$ cat config.mk
export PLATFORM = sky130hd
export DESIGN_NAME = branch_outcome_tracker
export DESIGN_NICKNAME = d
export VERILOG_FILES = /design/src/rtl/branch_pkg.sv /design/src/rtl/bt_fifo.sv /design/src/rtl/branch_outcome_tracker.sv
export SDC_FILE = /design/constraint.sdc
export NUM_CORES = 1
export LEC_CHECK = 0
export ABC_AREA = 1
export BUFFER_PORTS_ARGS = -buffer_cell sky130_fd_sc_hd__buf_2
export CAP_MARGIN = 20
export CELL_PAD_IN_SITES_DETAIL_PLACEMENT = 2
export CELL_PAD_IN_SITES_GLOBAL_PLACEMENT = 2
export CORE_UTILIZATION = 30
export CTS_BUF_LIST = sky130_fd_sc_hd__clkbuf_8
export DETAILED_ROUTE_END_ITERATION = 8
export PLACE_DENSITY_LB_ADDON = 0.1
export REMOVE_ABC_BUFFERS = 1
export SYNTH_ARGS = -nofsm -noshare
export SYNTH_HDL_FRONTEND = slang
export SYNTH_SLANG_ARGS = --single-unit
$ cat constraint.sdc
create_clock -name clk -period 2.8 [get_ports clk]
set_input_delay 0.56 -clock clk [delete_from_list [all_inputs] [get_ports clk]]
set_output_delay 0.56 -clock clk [all_outputs]
set_load 0.01 [all_outputs]
$ cat src/rtl/branch_pkg.sv
// branch_pkg: types shared by the branch predictor and its outcome tracker
package branch_pkg;
  typedef enum logic [1:0] {
    STRONG_NOT_TAKEN = 2'd0,
    WEAK_NOT_TAKEN   = 2'd1,
    WEAK_TAKEN       = 2'd2,
    STRONG_TAKEN     = 2'd3
  } ctr_t;
  typedef enum logic {RUN = 1'b0, FLUSH = 1'b1} state_t;
  localparam int ENTRY_PC_W = 8;
  typedef struct packed {
    logic                  taken;
    logic [ENTRY_PC_W-1:0] pc;
  } entry_t;
endpackage

$ cat src/rtl/bt_fifo.sv
// bt_fifo: synchronous in-order queue with push/pop/clear and occupancy count
module bt_fifo #(
  parameter int W     = 9,
  parameter int DEPTH = 4,
  localparam int AW   = $clog2(DEPTH)
) (
  input  logic         clk,
  input  logic         rst,
  input  logic         push,
  input  logic         pop,
  input  logic         clear,
  input  logic [W-1:0] din,
  output logic [W-1:0] dout,
  output logic         full,
  output logic         empty,
  output logic [AW:0]  count
);
  logic [W-1:0]  mem [DEPTH];
  logic [AW-1:0] rd_ptr, wr_ptr;
  logic          do_push, do_pop;
  assign full    = count == (AW+1)'(DEPTH);
  assign empty   = count == '0;
  assign do_push = push && !full;
  assign do_pop  = pop && !empty;
  assign dout    = mem[rd_ptr];
  always_ff @(posedge clk) begin
    if (rst || clear) begin
      rd_ptr <= '0;
      wr_ptr <= '0;
      count  <= '0;
    end else begin
      if (do_push) wr_ptr <= wr_ptr + 1'b1;
      if (do_pop) rd_ptr <= rd_ptr + 1'b1;
      count <= count + (AW+1)'(do_push) - (AW+1)'(do_pop);
    end
  end
  always_ff @(posedge clk) if (do_push && !clear) mem[wr_ptr] <= din;
endmodule

$ cat src/rtl/branch_outcome_tracker.sv
// branch_outcome_tracker: queues predictions, scores them on resolve, trains the predictor and flushes on mispredict
module branch_outcome_tracker
  import branch_pkg::*;
#(
  parameter int DEPTH        = 4,
  parameter int PC_W         = ENTRY_PC_W,
  parameter int FLUSH_CYCLES = 2,
  parameter int CNT_W        = 16
) (
  input  logic             clk,
  input  logic             rst,
  input  logic             pred_valid,
  input  logic             pred_taken,
  input  logic [PC_W-1:0]  pred_pc,
  output logic             pred_ready,
  input  logic             res_valid,
  input  logic             res_taken,
  output logic             upd_result,
  output logic             upd_taken,
  output logic             mispredict,
  output logic [PC_W-1:0]  mispredict_pc,
  output logic [CNT_W-1:0] correct_cnt,
  output logic [CNT_W-1:0] mispred_cnt,
  output logic             underflow
);
  localparam int AW = $clog2(DEPTH);
  localparam int FW = $clog2(FLUSH_CYCLES + 1);
  state_t        state;
  logic [FW-1:0] flush_cnt;
  entry_t        head, tail;
  logic          full, empty, pop, mis, push;
  logic [AW:0]   occupancy;
  assign pred_ready = !rst && state == RUN && !full;
  assign pop        = res_valid && !empty;
  assign mis        = pop && (head.taken != res_taken);
  // younger entries are wrong-path on a mispredict, so a same-cycle push is dropped
  assign push       = pred_valid && pred_ready && !mis;
  assign tail       = '{taken: pred_taken, pc: pred_pc};
  bt_fifo #(.W($bits(entry_t)), .DEPTH(DEPTH)) u_fifo (
    .clk(clk), .rst(rst), .push(push), .pop(pop), .clear(mis),
    .din(tail), .dout(head), .full(full), .empty(empty), .count(occupancy)
  );
  always_ff @(posedge clk) begin
    if (rst) begin
      state     <= RUN;
      flush_cnt <= '0;
    end else if (mis) begin
      state     <= FLUSH;
      flush_cnt <= FW'(FLUSH_CYCLES - 1);
    end else if (state == FLUSH) begin
      state     <= flush_cnt == '0 ? RUN : FLUSH;
      flush_cnt <= flush_cnt == '0 ? '0 : flush_cnt - 1'b1;
    end
  end
  always_ff @(posedge clk) begin
    if (rst) begin
      upd_result    <= 1'b0;
      upd_taken     <= 1'b0;
      mispredict    <= 1'b0;
      mispredict_pc <= '0;
      correct_cnt   <= '0;
      mispred_cnt   <= '0;
      underflow     <= 1'b0;
    end else begin
      upd_result    <= pop;
      upd_taken     <= pop && res_taken;
      mispredict    <= mis;
      mispredict_pc <= mis ? head.pc : '0;
      if (pop && !mis && correct_cnt != '1) correct_cnt <= correct_cnt + 1'b1;
      if (mis && mispred_cnt != '1) mispred_cnt <= mispred_cnt + 1'b1;
      if (res_valid && empty) underflow <= 1'b1;
    end
  end
  always_ff @(posedge clk) if (!rst) assert (occupancy <= (AW+1)'(DEPTH));
endmodule

== After elaboration in Yosys (flattened, before gate mapping) ==
Memories as Yosys holds them, arrays and structs flattened. A register that Yosys moved wholly into a read port is not among the register bits.
Index checks and enable logic that the tools add are counted.
Operators by class
  add/sub/neg operators: 7
  $mul: 0
  divide/modulo/power cells: 0
  $lt $le $gt $ge: 0
  equality and inequality tests: 4
  shifts and indexed selects: 0
  multiplexer cells: 10
  bitwise logic cells: 2
  reduce and logical (&&, ||, !) cells: 24
Operator list (number)
  adder 16 x 1 -> 16 bit, second input constant: 2
  != test 16 bit, second input constant: 2
  logical AND 1 bit: 14
  2-to-1 mux 1 bit: 7
  2-to-1 mux 2 bit: 3
  adder 2 x 1 -> 2 bit, second input constant: 2
  logical NOT 1 bit: 4
  OR reduction 2 bit: 2
  adder 3 x 1 -> 3 bit: 1
  == test 3 bit, second input constant: 1
  logical NOT 3 bit: 1
  subtractor 3 x 1 -> 3 bit: 1
  logical NOT 2 bit: 1
  NOT 1 bit: 2
  nonzero test 2 bit: 1
  subtractor 2 x 1 -> 2 bit, second input constant: 1
  logical OR 1 bit: 1
  != test 1 bit: 1
Storage, ports and cells
  register bits after elaboration: 54
  latch bits: 0
  bits in writable memories: 36
  memory bits (read-only): 0
  bits of input ports: 14
  output and inout bits: 45
  word-level logic and storage cells: 61
  memories: 1
Memories
  u_fifo.mem: depth 4, width 9, rd ports 1, clocked after memory_dff 1, wr ports 1, RTL line bt_fifo.sv:18  | logic [W-1:0] mem [DEPTH];

== Longest topological paths before layout ==
Gate-level depths: netlist of run 1.
  depth after elaboration: 10
  gate-level depth with buffers: 18

== By module ==
From an unflattened synthesis of run 1, not the netlist that was laid out.
Unflattened totals
  cells, all modules: 532
  area, all modules: 4346.7 µm²
By module, submodules not included
  branch_outcome_tracker: instances 1, cells each 375, area an instance 2403.6 µm²
  bt_fifo: instances 1, cells each 157, area an instance 1943.1 µm²

== Worst setup path after synthesis of run 1 ==
No wires, ideal clock.
  path type: input-to-reg
  start point: input port res_valid
  end point: register u_fifo.count[2]
  arrival: 2.256 ns
  data required time: 2.684 ns
  setup slack: 0.428 ns
  cell stages on the path: 11
  path buffers: 2
  cell sequence: inv_1 nor2_4 buf_2 buf_2 ha_1 inv_1 ha_1 fa_1 xnor2_1 xor2_1 nor2_1
On the way
  longest elaborated chain between the ends: 7
RTL lines
  start: declaration: RTL line branch_outcome_tracker.sv:16  | input logic res_valid,
  logical AND 1 bit *: RTL line branch_outcome_tracker.sv:34  | assign pop = res_valid && !empty;
  net pop: RTL line branch_outcome_tracker.sv:31  | logic full, empty, pop, mis, push;
  logical AND 1 bit: RTL line branch_outcome_tracker.sv:35  | assign mis = pop && (head.taken != res_taken);
  logical NOT 1 bit: RTL line branch_outcome_tracker.sv:37  | assign push = pred_valid && pred_ready && !mis;
  logical AND 1 bit: RTL line branch_outcome_tracker.sv:37
  logical AND 1 bit: RTL line bt_fifo.sv:23  | assign do_push = push && !full;
  adder 3 x 1 -> 3 bit: RTL line bt_fifo.sv:34  | count <= count + (AW+1)'(do_push) - (AW+1)'(do_pop);
  subtractor 3 x 1 -> 3 bit: RTL line bt_fifo.sv:34
  end signal: assignment: RTL line bt_fifo.sv:34
  end: declaration: RTL line bt_fifo.sv:16  | output logic [AW:0] count
Mark *: on every way through the listed nets, which the timed path passes. The rest lies on a longest branch.
A chain may end at the register's enable or synchronous reset.

==> results by group, run 1 <==
Logic synthesis
  • Post-synth top cells: nand2_1, nor2_1, dfxtp_1, inv_1
  • Post-synthesis instance total: roughly 540
  • EDFF count, synth: 36
  • Cell with the most instances after synthesis: nand2_1
  • Main area contributors after synthesis: dfxtp_1, edfxtp_1, nand2_1, nor2_1, nand3_1
  • Post-synthesis area per instance: 8.34 um2
  • Synth top area share: 0.251
  • Yosys warnings: 0
  • Yosys reg bits: 92
  • Ys flop type: dfxtp_1
  • Mapped Area: 0.00446 mm2
  • Sequential fraction of the synthesis area: 0.494
  • Asr flop ratio synth: 0
  • Synth cell types: 34
  • Cell taking the most area after synthesis: dfxtp_1

Pwr
  • Internal power: roughly 2100 uW
  • Clock share of power: 0.281
  • Sw Ratio: 0.349
  • Combinational share of power: 0.235
  • Seq pwr share: 0.484
  • P_sw: 1130 uW
  • PwrDens: 627 mW/mm2
  • Max IR drop VDD: 0.210 mV
  • Static Leak: 0.00201 uW

Floorplan
  • Top-Level Pins: 59
  • Die W: roughly 120 um
  • Initial Util: 0.307
  • DIE AREA: roughly 0.015 mm2
  • Row count: 44
  • Core footprint: 0.0145 mm2
  • Die height: 124 um

Final layout
  • Fin nets: between 600 and 700
  • Fill cell total of the finished layout: 1,698
  • Layout area overhead: 15.6%
  • Layout cells sized above 1: 0.204
  • Antenna diodes: 0

STA
  • Hold Vio Cnt, Final: 0
  • Max_slew headroom: 0.650
  • Slew Limit Fails: 0
  • Fin Hold WS: 0.391 ns
  • Unrepaired setup endpoints after global routing: no
  • Skew final: 0.0218 ns
  • Setup TNS: 0 ns
  • # setup viols final: 0
  • Fmax: ~400 MHz
  • Slew @ Worst Pin: 0.524 ns
  • Fin crit share: 0.884
  • Period minus WS final: 2.48 ns

Critical path
  • Buf+Inv Stages, Crit Path: 3
  • Critical path peak fanout: 18
  • Highest cell delay on the worst timing path: ~0.4 ns
  • Arrival @ worst endpoint: ~2.8 ns
  • Slowest CP cell: dfxtp_2
  • Startpoint type of the worst setup path: flip-flop
  • Cell repeated most along the worst path: nand2_1
  • CP Class: reg2reg
  • Critical path, cell by cell: inv_4 > nand2_1 > nand3_2 > nand2_1 > nand2_1 > nand2_1 > nand2_4 > nand2_4 > inv_2 > nand2_2 > inv_1 > ha_1 > fa_1 > xnor2_1 > xor2_1 > nor2_1
  • Crit. End Element: flip-flop
  • Critical Path RT: 3.07 ns
  • Crit path max-delay family: simple AND/OR/NAND/NOR gates

GRT
  • First-pass GRT wire length: 21,100 um
  • Global-route usage over all layers: 0.182
  • Vias in the first global route: 4,097
  • Initial antenna violation count: 0
  • Largest net degree at the start of global routing: 39
  • Grt ovf: 0

Detailed routing
  • First-pass detailed-route iteration total: 4
  • Post-Route WL: 12,900 um
  • DRT antenna net count: 0
  • Routed vias: 3,885
  • Wirelength per Cell: 16.4 um
  • Initial DRC count: 168
  • Drc violations: 0
  • Post-DR vias/cell: 4.93

Clock network
  • CTS tree: done
  • CTS Sinks: 92
  • Num CTS Buffers: 9
  • Post-CTS Hold Buffers: 0
  • # Post-CTS Setup Buffers: 0
  • Max Root-Sink Buffers: 2
  • CTS Root Buffer Type: clkbuf_8
  • Worst skew pair latency: roughly 0.4 ns
  • CTS HTree Levels: 3
  • Worst-path clk slew: 0.10 ns

Worst hold path
  • Min-delay worst type: in2reg

Placement
  • Port Buffer Count: slightly below 60
  • Final GP Congestion: 0.747
  • HPWL after detailed placement: approximately 9300 um

Flow run
  • Total of max-cap violations: 0

Run status
  • Outcome: finished clean
[flip-flops by register name (all words and copies together), names as in the netlist, 2 cells and up, named ones only]
signal / flops
mispredict_pc: 8
u_fifo.wr_ptr: 2
mispred_cnt: 16
u_fifo.rd_ptr: 2
correct_cnt: 16
flush_cnt: 2
u_fifo.count: 3
u_fifo.mem: 36
[metrics by stage]
stage / total power (uW) / std cells / util / worst slack, ns / instance area, um2
global placement: 2340 / 772 / 0.341 / 0.411 / 4960
floorplan: 2070 / 519 / - / 0.0171 / 4360
CTS: 3300 / 788 / 0.355 / 0.183 / 5160
global route: 3440 / 788 / 0.355 / 0.0417 / 5160
finish: 3230 / 788 / 0.355 / 0.324 / 5160
detailed placement: 2380 / 772 / 0.341 / 0.211 / 4960
[power by group through the flow]
stage	Combinational [uW]	Sequential, uW	Clock, uW
6_report	761	1570	909
5_1_grt	862	1580	1000
4_1_cts	787	1570	946
3_5_place_dp	783	1600	0
3_3_place_gp	748	1590	0
2_1_floorplan	461	1610	0
[kinds of logic (layout without fill, tap and decap cells)]
| group | count (synthesis) | count (layout) | share of synthesized area |
|---|---|---|---|
| AO/OA/AOI/OAI | 69 | 69 | 0.0861 |
| XOR/XNOR | 9 | 9 | 0.0177 |
| adder cells (fa/ha/maj) | 9 | 9 | 0.0269 |
| buffers and inverters | 64 | 133 | 0.0648 |
| flip-flops | 92 | 92 | 0.494 |
| AND/OR/NAND/NOR | 292 | 292 | 0.311 |
[placed cells by master, fill, tap and decap left out, types with 2 or more instances in the layout]
cell | Yosys | routed
nand2_1 | 123 | 123
nor2_1 | 78 | 78
buf_2 | 2 | 58
dfxtp_1 | 56 | 55
inv_1 | 44 | 44
nand3_1 | 36 | 36
edfxtp_1 | 36 | 36
a21oi_1 | 32 | 32
nand4_1 | 25 | 25
o21ai_0 | 25 | 25
buf_4 | 1 | 11
a21oi_2 | 10 | 10
clkbuf_8 | 0 | 10
xor2_1 | 8 | 8
ha_1 | 8 | 8
nand2_2 | 6 | 6
nor2_4 | 4 | 4
nand3_2 | 4 | 4
nand3b_1 | 4 | 4
inv_4 | 2 | 2
nand2_4 | 2 | 2
inv_2 | 2 | 2
nor2_2 | 2 | 2
nand4_4 | 2 | 2
nor2_8 | 2 | 2
nor3_1 | 2 | 2
inv_6 | 0 | 2
clkinvlp_4 | 0 | 2
[timing repair]
item	in CTS	in global routing
resized for setup	0	1
endpoints found under the setup margin	0	1
endpoints found under the hold margin	0	0
[final cells by class]
| type | instances | area [um2] | share of cell area |
|---|---|---|---|
| sequential | 92 | 2200 | 0.427 |
| multi-input combinational | 379 | 1970 | 0.382 |
| timing repair buffer | 69 | 373 | 0.0723 |
| tap | 184 | 230 | 0.0446 |
| inverter | 48 | 185 | 0.0359 |
| clock buffer | 10 | 138 | 0.0267 |
| clock inverter | 6 | 57.6 | 0.0112 |
[worst reg2reg max path, delay by kind of cell (launching register included)]
| family | cells | cell delay [ns] |
|---|---|---|
| xor gates and xnor gates | 2 | 0.40 |
| adders and majority gates | 2 | 0.57 |
| buffers and inverters | 3 | 0.20 |
| DFF | 1 | 0.40 |
| and+or+nand+nor | 9 | 0.80 |
[per-layer routing]
| metal | share of wire | vias up | GRT usage |
|---|---|---|---|
| met4 | 0.015 | 0 | 0.0625 |
| met1 | 0.45 | 1930 | 0.227 |
| met5 | 0 | - | 0 |
| met2 | 0.51 | 44 | 0.320 |
| li1 | - | 1898 | - |
| met3 | 0.025 | 13 | 0.0256 |
[path summary, 6_finish.rpt]
| kind | slack, ns | to | startpoint | cells past startpoint |
|---|---|---|---|---|
| setup / recovery | 0.32 | u_fifo.count[2] | flip-flop | 16 |
| hold / removal | 0.39 | u_fifo.mem[0][2] | pred_pc[2] | 1 |
| setup reg to reg | 0.32 | u_fifo.count[2] | flip-flop | 16 |
| hold reg to reg | 0.46 | underflow | underflow | 2 |
Note: power is estimated with default switching activity, not from simulation.
==> run 2, diff against run 1 <==
--- a/config.mk
+++ b/config.mk
@@ -13,7 +13,7 @@
 export CORE_UTILIZATION = 30
 export CTS_BUF_LIST = sky130_fd_sc_hd__clkbuf_8
 export DETAILED_ROUTE_END_ITERATION = 8
-export PLACE_DENSITY_LB_ADDON = 0.1
+export PLACE_DENSITY = 0.82
 export REMOVE_ABC_BUFFERS = 1
 export SYNTH_ARGS = -nofsm -noshare
 export SYNTH_HDL_FRONTEND = slang
==> run 2 against run 1 <==
Against the previous run:
- combinational power grew 4.2%
- global-route usage grew 0.70 points
- register-to-register slack lost 0.11 ns
- sequential power is essentially flat
- setup slack lost 0.11 ns
- clock power grew 3.3%
- largest cell class unchanged
- clock skew shrank 0.0067 ns
- critical path type unchanged
- hold slack lost 0.014 ns
- routed wire length grew 3.9%
- largest power group unchanged
- design area grew 0.34%
==> results by group, run 2 (same netlist as run 1, synthesis figures left out) <==
Run status
  • Outcome: finished clean

Detailed routing
  • Routed vias: 3,936 (+1.3%)
  • Post-Route WL: 13,400 um (+3.9%)
  • First-pass detailed-route iteration total: 4 (unchanged)
  • Wirelength per Cell: 17.0 um (+3.8%)
  • Drc violations: 0 (unchanged)
  • DRT antenna net count: 0 (unchanged)
  • Initial DRC count: 254 (+51%)
  • Post-DR vias/cell: 4.99 (+1.2%)

Worst hold path
  • Min-delay worst type: in2reg
  • Hold path start: pred_pc[1]

Final layout
  • Layout area overhead: 16.0%
  • Layout Utilization: 0.356 (+0.00121)
  • Layout cells sized above 1: 0.203 (-0.000337)
  • Fill cell total of the finished layout: 1,705 (+0.41%)
  • Leading cell type in the layout, fill and taps excluded: nand2_1
  • Largest reg by FF count: u_fifo.mem
  • Antenna diodes: 0 (unchanged)
  • Most frequent cells in the layout: nand2_1, nor2_1, buf_2, dfxtp_1, inv_1
  • Fin nets: 623 (+0.16%)
  • Storage element area: 0.00220 mm2 (about the same)
  • Combined area of the multi-input logic cells: 0.00198 mm2 (+0.38%)
  • Biggest registers after layout: u_fifo.mem: 36 flops, correct_cnt: 16 flops, mispred_cnt: 16 flops
  • Max FFs per register: 36 (unchanged)

Critical path
  • Arrival @ worst endpoint: 2.87 ns (+0.12 ns)
  • Buf+Inv Stages, Crit Path: 3 (unchanged)
  • Startpoint type of the worst setup path: flip-flop
  • Critical Path RT: 3.08 ns (about the same)
  • Cell repeated most along the worst path: nand2_1
  • Critical path peak fanout: 12 (-6)
  • Slowest CP cell: fa_1
  • CP Class: reg2reg
  • Crit path max-delay family: simple AND/OR/NAND/NOR gates
  • Crit. End Element: flip-flop
  • Critical path, cell by cell: buf_4 > nand2_1 > nand3_2 > nand2_1 > nand2_1 > nand2_1 > nand2_4 > nand2_4 > inv_2 > nand2_2 > inv_1 > ha_1 > fa_1 > xnor2_2 > xor2_1 > nor2_1
  • Highest cell delay on the worst timing path: 0.42 ns (+0.02 ns)

Floorplan
  • Row count: 44 (unchanged)
  • Die height: 124 um (unchanged)
  • Top-Level Pins: 59 (unchanged)
  • DIE AREA: 0.0154 mm2 (unchanged)
  • Die W: 124 um (unchanged)
  • Core footprint: 0.0145 mm2 (unchanged)
  • Initial Util: 0.307 (unchanged)

STA
  • Unrepaired setup endpoints after global routing: no
  • Hold Vio Cnt, Final: 0 (unchanged)
  • Period minus WS final: 2.59 ns (+0.114 ns)
  • Max_slew headroom: 0.739 (+0.0890)
  • Slew Limit Fails: 0 (unchanged)
  • Skew final: 0.0152 ns (-0.00667 ns)
  • Fmax: 386 MHz (-4.4%)
  • # setup viols final: 0 (unchanged)
  • Fin Hold WS: 0.377 ns (-0.0141 ns)
  • Setup TNS: 0 ns (unchanged)
  • Setup ws final: 0.210 ns (-0.114 ns)
  • Fin crit share: 0.925 (+0.0407)
  • Slew @ Worst Pin: 0.390 ns (-0.134 ns)

Clock network
  • Max Root-Sink Buffers: 2 (unchanged)
  • # Post-CTS Setup Buffers: 0 (unchanged)
  • CTS Root Buffer Type: clkbuf_8
  • CTS Sinks: 92 (unchanged)
  • Worst-path clk slew: 0.10 ns (about the same)
  • CTS HTree Levels: 3 (unchanged)
  • Worst skew pair latency: 0.39 ns (about the same)
  • CTS tree: done
  • Num CTS Buffers: 9 (unchanged)

GRT
  • Initial antenna violation count: 0 (unchanged)
  • Largest net degree at the start of global routing: 24 (-38%)
  • Vias in the first global route: 4,219 (+3.0%)
  • Global-route usage over all layers: 0.189 (+0.00696)
  • Grt ovf: 0 (unchanged)
  • First-pass GRT wire length: 21,800 um (+3.2%)

Placement
  • DP Worst Slack: 0.252 ns (+0.0413 ns)
  • Final GP Congestion: 0.746 (about the same)
  • Port Buffer Count: 58 (unchanged)
  • HPWL after detailed placement: 9800 um (+5.6%)

Pwr
  • Final Power: 3300 uW (+2.1%)
  • Max IR drop VDD: 0.235 mV (+12%)
  • Static Leak: 0.00203 uW (+1.1%)
  • PwrDens: 638 mW/mm2 (+1.8%)

Flow run
  • Total of max-cap violations: 0 (unchanged)
==> run 2: cell count changes in the layout (fill, tap and decap cells not counted), sizes merged <==
cell,previous run,this run
clkinvlp,2,1
inv,50,51
buf,69,70
bufinv,0,1
clkbuf,10,9
==> run 2: routing by layer <==
layer / track usage / share of wire / up-vias / routed length, um
met4: 0.0521 / 0.011 / 0 / 154
met3: 0.0467 / 0.032 / 11 / 430
met5: 0 / 0 / - / 0
met2: 0.338 / 0.53 / 54 / 7120
li1: - / - / 1905 / -
met1: 0.224 / 0.43 / 1966 / 5720
==> run 2: power by group <==
group | switching, uW | total [uW] | internal (uW)
Combinational | 537 | 793 | 255
Clock | 520 | 939 | 419
Sequential | 74.0 | 1570 | 1500
Total | 1130 | 3300 | 2170
==> run 2: layout make-up <==
cell class              count  share of cell area
inverters                  48              0.0358
flip-flops and latches     92               0.426
repair buffers             70              0.0735
clock buffers               9              0.0239
clock inverters             7              0.0145
multi-input cells         379               0.382
well taps                 184              0.0445
==> run 2: what timing repair did <==
action,CTS,global route
endpoints found under the setup margin,0,1
hold buffers,0,0
gates resized for setup,0,1
==> run 2: final timing paths <==
check | endpoint | slack [ns] | cells after the start
min | u_fifo.mem[0][1] | 0.38 | 1
max reg2reg | u_fifo.count[2] | 0.21 | 16
min reg2reg | underflow | 0.46 | 2
max | u_fifo.count[2] | 0.21 | 16
==> run 2: worst register-to-register path, delay by kind of cell, from the launching register on <==
| kind | cells | cell delay [ns] |
|---|---|---|
| and+or+nand+nor | 9 | 0.83 |
| adders and majority gates | 2 | 0.62 |
| xor gates and xnor gates | 2 | 0.37 |
| DFF | 1 | 0.36 |
| buffers and inverters | 3 | 0.31 |
==> run 2: metrics by stage <==
step           area (um2)  instances
3_5_place_dp         4970        773
4_1_cts              5170        789
6_report             5170        789
2_1_floorplan        4360        519
5_1_grt              5170        789
3_3_place_gp         4970        773
